===== src/rtl/i2c_slave_sequencer.sv =====
`default_nettype none
// +----------------------------------------------------------------------------+
// | i2c_slave_sequencer: I2C slave bit/byte sequencer (addr, rx, tx, ack)        |
// | Revision: 1.0                                                                |
// +----------------------------------------------------------------------------+
module i2c_slave_sequencer #(
  parameter logic [7:0] TX_FILL = 8'hFF
) (
  input  logic       FPGA_clk,
  input  logic       rst_n,
  input  logic       SCL,
  input  logic       SDA,
  input  logic       addr_done,
  input  logic       addr_selected,
  input  logic [7:0] tx_data,
  input  logic       tx_valid,
  output logic       SCL_prev,
  output logic       addr_enable,
  output logic       addr_rst,
  output logic       sda_oe,
  output logic [7:0] rx_data,
  output logic       rx_valid,
  output logic       tx_ready,
  output logic       rw,
  output logic       busy,
  output logic       tx_underrun
);

  typedef enum logic [3:0] {
    IDLE      = 4'd0,
    ADDR      = 4'd1,
    RW_BIT    = 4'd2,
    ADDR_ACK  = 4'd3,
    RX_BYTE   = 4'd4,
    RX_ACK    = 4'd5,
    TX_BYTE   = 4'd6,
    TX_ACK    = 4'd7,
    WAIT_STOP = 4'd8
  } state_t;

  state_t     state_q, state_d;
  logic       scl_prev_q, scl_prev_d;
  logic       sda_prev_q, sda_prev_d;
  logic       sda_oe_q, sda_oe_d;
  logic       addr_enable_q, addr_enable_d;
  logic       addr_rst_q, addr_rst_d;
  logic [7:0] rx_data_q, rx_data_d;
  logic       rx_valid_q, rx_valid_d;
  logic       tx_ready_q, tx_ready_d;
  logic       tx_underrun_q, tx_underrun_d;
  logic       rw_q, rw_d;
  logic       busy_q, busy_d;
  logic [2:0] cnt_q, cnt_d;
  logic       pending_q, pending_d;
  logic [7:0] shift_q, shift_d;
  logic [7:0] tx_sr_q, tx_sr_d;

  logic       w_rise, w_fall, w_start, w_stop, w_load;
  logic [7:0] w_tx_byte;

  assign w_rise    = !scl_prev_q && SCL;
  assign w_fall    = scl_prev_q && !SCL;
  assign w_start   = scl_prev_q && SCL && sda_prev_q && !SDA;
  assign w_stop    = scl_prev_q && SCL && !sda_prev_q && SDA;
  assign w_tx_byte = tx_valid ? tx_data : TX_FILL;

  always_comb begin
    state_d       = state_q;
    scl_prev_d    = SCL;
    sda_prev_d    = SDA;
    sda_oe_d      = sda_oe_q;
    addr_rst_d    = 1'b0;
    rx_data_d     = rx_data_q;
    rx_valid_d    = 1'b0;
    tx_ready_d    = 1'b0;
    tx_underrun_d = 1'b0;
    rw_d          = rw_q;
    cnt_d         = cnt_q;
    pending_d     = pending_q;
    shift_d       = shift_q;
    tx_sr_d       = tx_sr_q;
    w_load        = 1'b0;

    if (w_start) begin
      state_d    = ADDR;
      addr_rst_d = 1'b1;
      sda_oe_d   = 1'b0;
      cnt_d      = 3'd0;
      pending_d  = 1'b0;
      shift_d    = 8'h00;
    end else if (w_stop) begin
      state_d   = IDLE;
      sda_oe_d  = 1'b0;
      cnt_d     = 3'd0;
      pending_d = 1'b0;
    end else begin
      // pending_q marks "sampled on the rise, waiting for the closing fall"
      case (state_q)
        ADDR: begin
          if (addr_done) begin
            state_d   = RW_BIT;
            pending_d = 1'b0;
          end
        end
        RW_BIT: begin
          if (w_rise) begin
            rw_d      = SDA;
            pending_d = 1'b1;
          end else if (w_fall && pending_q) begin
            pending_d = 1'b0;
            state_d   = addr_selected ? ADDR_ACK : WAIT_STOP;
            sda_oe_d  = addr_selected;
          end
        end
        ADDR_ACK: begin
          if (w_fall) begin
            cnt_d = 3'd0;
            if (rw_q) begin
              w_load = 1'b1;
            end else begin
              sda_oe_d = 1'b0;
              state_d  = RX_BYTE;
            end
          end
        end
        RX_BYTE: begin
          if (w_rise) begin
            shift_d = {shift_q[6:0], SDA};
            cnt_d   = cnt_q + 3'd1;
            if (cnt_q == 3'd7) begin
              rx_data_d  = {shift_q[6:0], SDA};
              rx_valid_d = 1'b1;
              pending_d  = 1'b1;
            end
          end else if (w_fall && pending_q) begin
            pending_d = 1'b0;
            sda_oe_d  = 1'b1;
            state_d   = RX_ACK;
          end
        end
        RX_ACK: begin
          if (w_fall) begin
            sda_oe_d = 1'b0;
            cnt_d    = 3'd0;
            state_d  = RX_BYTE;
          end
        end
        TX_BYTE: begin
          if (w_fall) begin
            tx_sr_d = {tx_sr_q[6:0], 1'b0};
            cnt_d   = cnt_q + 3'd1;
            if (cnt_q == 3'd7) begin
              sda_oe_d = 1'b0;
              state_d  = TX_ACK;
            end else begin
              sda_oe_d = !tx_sr_q[6];
            end
          end
        end
        TX_ACK: begin
          if (w_rise) begin
            if (!SDA) begin
              pending_d = 1'b1;
            end else begin
              state_d = WAIT_STOP;
            end
          end else if (w_fall && pending_q) begin
            pending_d = 1'b0;
            w_load    = 1'b1;
          end
        end
        default: begin
        end
      endcase
    end

    if (w_load) begin
      tx_sr_d       = w_tx_byte;
      sda_oe_d      = !w_tx_byte[7];
      tx_ready_d    = tx_valid;
      tx_underrun_d = !tx_valid;
      cnt_d         = 3'd0;
      state_d       = TX_BYTE;
    end

    addr_enable_d = (state_d == ADDR);
    busy_d        = (state_d != IDLE);
  end

  always_ff @(posedge FPGA_clk or negedge rst_n) begin
    if (!rst_n) begin
      state_q       <= IDLE;
      scl_prev_q    <= 1'b1;
      sda_prev_q    <= 1'b1;
      sda_oe_q      <= 1'b0;
      addr_enable_q <= 1'b0;
      addr_rst_q    <= 1'b1;
      rx_data_q     <= 8'h00;
      rx_valid_q    <= 1'b0;
      tx_ready_q    <= 1'b0;
      tx_underrun_q <= 1'b0;
      rw_q          <= 1'b0;
      busy_q        <= 1'b0;
      cnt_q         <= 3'd0;
      pending_q     <= 1'b0;
      shift_q       <= 8'h00;
      tx_sr_q       <= 8'h00;
    end else begin
      state_q       <= state_d;
      scl_prev_q    <= scl_prev_d;
      sda_prev_q    <= sda_prev_d;
      sda_oe_q      <= sda_oe_d;
      addr_enable_q <= addr_enable_d;
      addr_rst_q    <= addr_rst_d;
      rx_data_q     <= rx_data_d;
      rx_valid_q    <= rx_valid_d;
      tx_ready_q    <= tx_ready_d;
      tx_underrun_q <= tx_underrun_d;
      rw_q          <= rw_d;
      busy_q        <= busy_d;
      cnt_q         <= cnt_d;
      pending_q     <= pending_d;
      shift_q       <= shift_d;
      tx_sr_q       <= tx_sr_d;
    end
  end

  assign SCL_prev    = scl_prev_q;
  assign addr_enable = addr_enable_q;
  assign addr_rst    = addr_rst_q;
  assign sda_oe      = sda_oe_q;
  assign rx_data     = rx_data_q;
  assign rx_valid    = rx_valid_q;
  assign tx_ready    = tx_ready_q;
  assign rw          = rw_q;
  assign busy        = busy_q;
  assign tx_underrun = tx_underrun_q;

endmodule
`default_nettype wire


===== config.mk =====
export PLATFORM = sky130hd
export DESIGN_NAME = i2c_slave_sequencer
export DESIGN_NICKNAME = d
export VERILOG_FILES = /design/src/rtl/i2c_slave_sequencer.sv
export SDC_FILE = /design/constraint.sdc
export NUM_CORES = 1
export LEC_CHECK = 0
export ABC_AREA = 1
export CAP_MARGIN = 5
export CORE_MARGIN = 5
export CORE_UTILIZATION = 48
export DETAILED_ROUTE_END_ITERATION = 10
export PLACE_DENSITY = 0.79
export SETUP_SLACK_MARGIN = 0.1
export SYNTH_ARGS = -nofsm -noshare
export SYNTH_HDL_FRONTEND = slang
export SYNTH_SLANG_ARGS = --single-unit

===== constraint.sdc =====
create_clock -name FPGA_clk -period 1.4 [get_ports FPGA_clk]
set_input_delay 0.14 -clock FPGA_clk [delete_from_list [all_inputs] [get_ports FPGA_clk]]
set_output_delay 0.14 -clock FPGA_clk [all_outputs]
set_load 0.05 [all_outputs]

==> impl_results.md <==
- Status: finished with violations
- Failing checks: setup timing
- Critical path's most frequent cell: nand2_1
- Internal power: 0.00297 W
- GR Overflow Total: 0
- YS warnings: 0
- Critical Path AT: 1.90 ns
- Drt wl/cell: approximately 14 um
- Share of flip-flops with an asynchronous set or reset: 100%
- Worst-path cell chain: inv_2 > nor2_4 > nand2_1 > nand2_2 > nand2_1 > nor2_1 > nand3_1 > a21oi_2 > nand2_1
- Leak: 1.73 nW
- CP endpoint kind: flip-flop
- Multi-input logic area: around 1200 um2
- Io pins: 32
- Synth Flop Type: dfrtp_1
- VDD IR max: 1.24 mV
- CORE AREA: 4290 um2
- Rows: 24
- Clock network fraction of total power: 14.6%
- Die Y: 76.3 um
- Top-count cell post-synth: nand2_1
- Final Worst Setup Slack: -0.323 ns
- EDFF count, synth: 0
- Vias per cell: around 5.2
- Mapped cell area: 2110 um2
- CTS Root Cell: clkbuf_8
- FF-to-FF Start: SCL_prev$_DFF_PN1_
- Max FO, Critical Path: 6
- Layout Area Growth over Synthesis: 63.9%
- Switching pwr: 0.00220 W
- # fillers: around 250
- CTS tree: done
- Post-synth top area cell: dfrtp_1
- Seq/Total Area, Yosys: 47.6%
- Antenna-violating nets left: 0
- Clock slew at reported path FFs: 0.08 ns
- Starting density of the core: about half
- Combinational power share: 54.4%
- Clock sinks: 40
- All-Layer GR Usage: 21.2%
- CTS buffer count: 5
- Reg power frac: 31.0%
- Syn Area/Cell: 7.78 um2
- Total power: between 0.005 and 0.006 W
- F_max: 580 MHz
- Largest net degree at the start of global routing: between 40 and 50
- Distinct cells, synth: 26
- Synth Register Bits: 40
- DR vias: 2,219
- I/O Buffers: 31
- Synth Instances: ~270
- Final Max Tran Viols: 0
- Dpl cells: between 400 and 500
- Worst-Margin Slew: 0.496 ns
- Non-Filler Instances: 423
- Worst skew pair latency: about 0.30 ns
- Power Density: 1500 nW/um2
- Setup-failing EPs final: 34
- Largest cells by area after synthesis: dfrtp_1 44%, nand2_1 14%, nand3_1 6.2%
- Clock Tree Buf Depth: 2
- # diodes: 0
- Top-area cell type share of the netlist area: 43.9%
- Startpoint types: flip-flop
- Dpl hpwl: 4020 um
- Residual DRC: 0
- Fin. Hold Viols: 0
- Slowest CP cell: dfstp_4
- DR pass1 iterations: 5
- Worst setup path start: SCL_prev$_DFF_PN1_
- Initial antenna violation count: 0
- Share of cells above drive strength 1: between 40% and 50%
- Number of global-route vias before repair: around 2,200
- Worst path required time: 1.57 ns
- Min-Delay Path Class: in2async
- Critical path type: reg2reg
- Nets: 388
- Fin Clk Skew: 0.0109 ns
- Slew headroom: 66.9%
- Reg area: 1010 um2
- Top post-synthesis cells by count: 77 x nand2_1, 37 x dfrtp_1, 28 x inv_1
- # Max-Cap Violations: 0
- Tmin final: 1.72 ns
- Worst path max stage delay: 0.68 ns
- Routability cong.: 0.982
- WL final: 6090 um
- Die area: a little under 6000 um2
- First-pass GRT wire length: 10,000 um
- Switching share of power: 42.6%
- Max H-tree Level: 2
- Chip width: ~76 um
- Tcrit/Tclk final: 123%
- RSZ-0062 raised after global routing: true
- Net Count, Synth: 288
- Initial DRC count: 197
- Pre-CTS setup slack: -0.374 ns
==> logic make-up (layout without fill, tap and decap cells) <==
logic type | count (synthesis) | count (layout) | synth area share, %
buffers and inverters | 39 | 139 | 7.35
AND/OR/NAND/NOR | 151 | 151 | 33.2
AO/OA/AOI/OAI | 39 | 39 | 10.6
adder cells (fa/ha/maj) | 2 | 2 | 1.19
flip-flops | 40 | 40 | 47.6
==> layout by cell type (no fill, tap or decap), types with 2 or more instances in the layout <==
| cell | n |
|---|---|
| nand4_1 | 2 |
| inv_4 | 2 |
| nand3_4 | 3 |
| nor2_1 | 16 |
| inv_2 | 11 |
| ha_2 | 2 |
| o21ai_0 | 11 |
| dfrtp_1 | 37 |
| nand2_1 | 69 |
| clkdlybuf4s50_1 | 13 |
| nand2_4 | 4 |
| buf_12 | 14 |
| nand2_2 | 10 |
| dfstp_2 | 2 |
| nor2_4 | 10 |
| nor2_2 | 6 |
| a21oi_1 | 6 |
| buf_6 | 6 |
| inv_1 | 23 |
| buf_4 | 59 |
| o21ai_1 | 12 |
| o221ai_4 | 2 |
| clkbuf_8 | 5 |
| nand3_1 | 24 |
| o221ai_2 | 4 |
==> path summary, 6_finish.rpt <==
path                                          end  slack, ns  cells past startpoint
setup / recovery                   busy$_DFF_PN0_      -0.32                      9
hold / removal             rx_data[7]$_DFFE_PN0P_       0.42                      3
setup reg to reg                   busy$_DFF_PN0_      -0.32                      9
hold reg to reg              cnt_q[2]$_DFFE_PN0P_       0.49                      2
max in group asynchronous    sda_prev_q$_DFF_PN1_       0.63                      3
min in group FPGA_clk        sda_prev_q$_DFF_PN1_       0.42                      2
==> per-layer routing <==
layer | track usage (%) | share of wire [%] | up-vias
met5 | 0 | 0 | -
met4 | 10.5 | 3.7 | 0
met3 | 4.96 | 6.3 | 29
met2 | 35.9 | 50 | 84
met1 | 24.9 | 40 | 1026
li1 | - | - | 1080
==> through the flow <==
| stage | hold WS (ns) | util, % | TNS [ns] | instance area [um2] |
|---|---|---|---|---|
| after detailed placement | 0.229 | 69.8 | -8.73 | 3000 |
| after CTS | 0.423 | 77.8 | -4.66 | 3340 |
| after global placement | 0.224 | 69.8 | -7.51 | 3000 |
| after floorplan | -0.156 | - | -2.49 | 2170 |
| after global routing | 0.435 | 80.5 | -7.78 | 3460 |
| final | 0.419 | 80.5 | -5.62 | 3460 |
==> critical path: cells and delay by family (launching register included) <==
family                 cells  cell delay [ns]
AO/OA/AOI/OAI              1             0.19
flip-flops                 1             0.68
AND/OR/NAND/NOR            7             0.65
buffers and inverters      1             0.08
==> sequential cells by signal (all words and copies together), names as in the netlist <==
signal	flops
sda_prev_q	1
tx_underrun	1
rw	1
pending_q	1
tx_sr_q	7
tx_ready	1
addr_enable	1
addr_rst	1
rx_data	8
sda_oe	1
busy	1
state_q	4
cnt_q	3
shift_q	7
rx_valid	1
SCL_prev	1
==> area by class of cell <==
type | instances | share of cell area (%)
clock buffers | 5 | 1.99
clock inverters | 2 | 0.362
inverters | 37 | 4.31
multi-input cells | 192 | 34.3
flip-flops and latches | 40 | 29.2
well taps | 52 | 1.88
repair buffers | 95 | 28.0
==> power groups by stage <==
stage                     clock network, W  logic (W)  registers [W]
after floorplan                          0    0.00129        0.00174
after global placement                   0    0.00244        0.00158
after detailed placement                 0    0.00249        0.00159
after CTS                         0.000772    0.00271        0.00159
after global routing              0.000822    0.00308        0.00164
final                             0.000753    0.00282        0.00161
==> repair_timing <==
| item | CTS | global route |
|---|---|---|
| hold endpoints to repair | 37 | 0 |
| pin swaps | 13 | 6 |
| resized for setup | 37 | 19 |
| hold buffers | 1 | 0 |
| cloned | 1 | 0 |
| endpoints found under the setup margin | 38 | 38 |
| buffers inserted | 8 | 4 |
(Power assumes the default switching activity.)
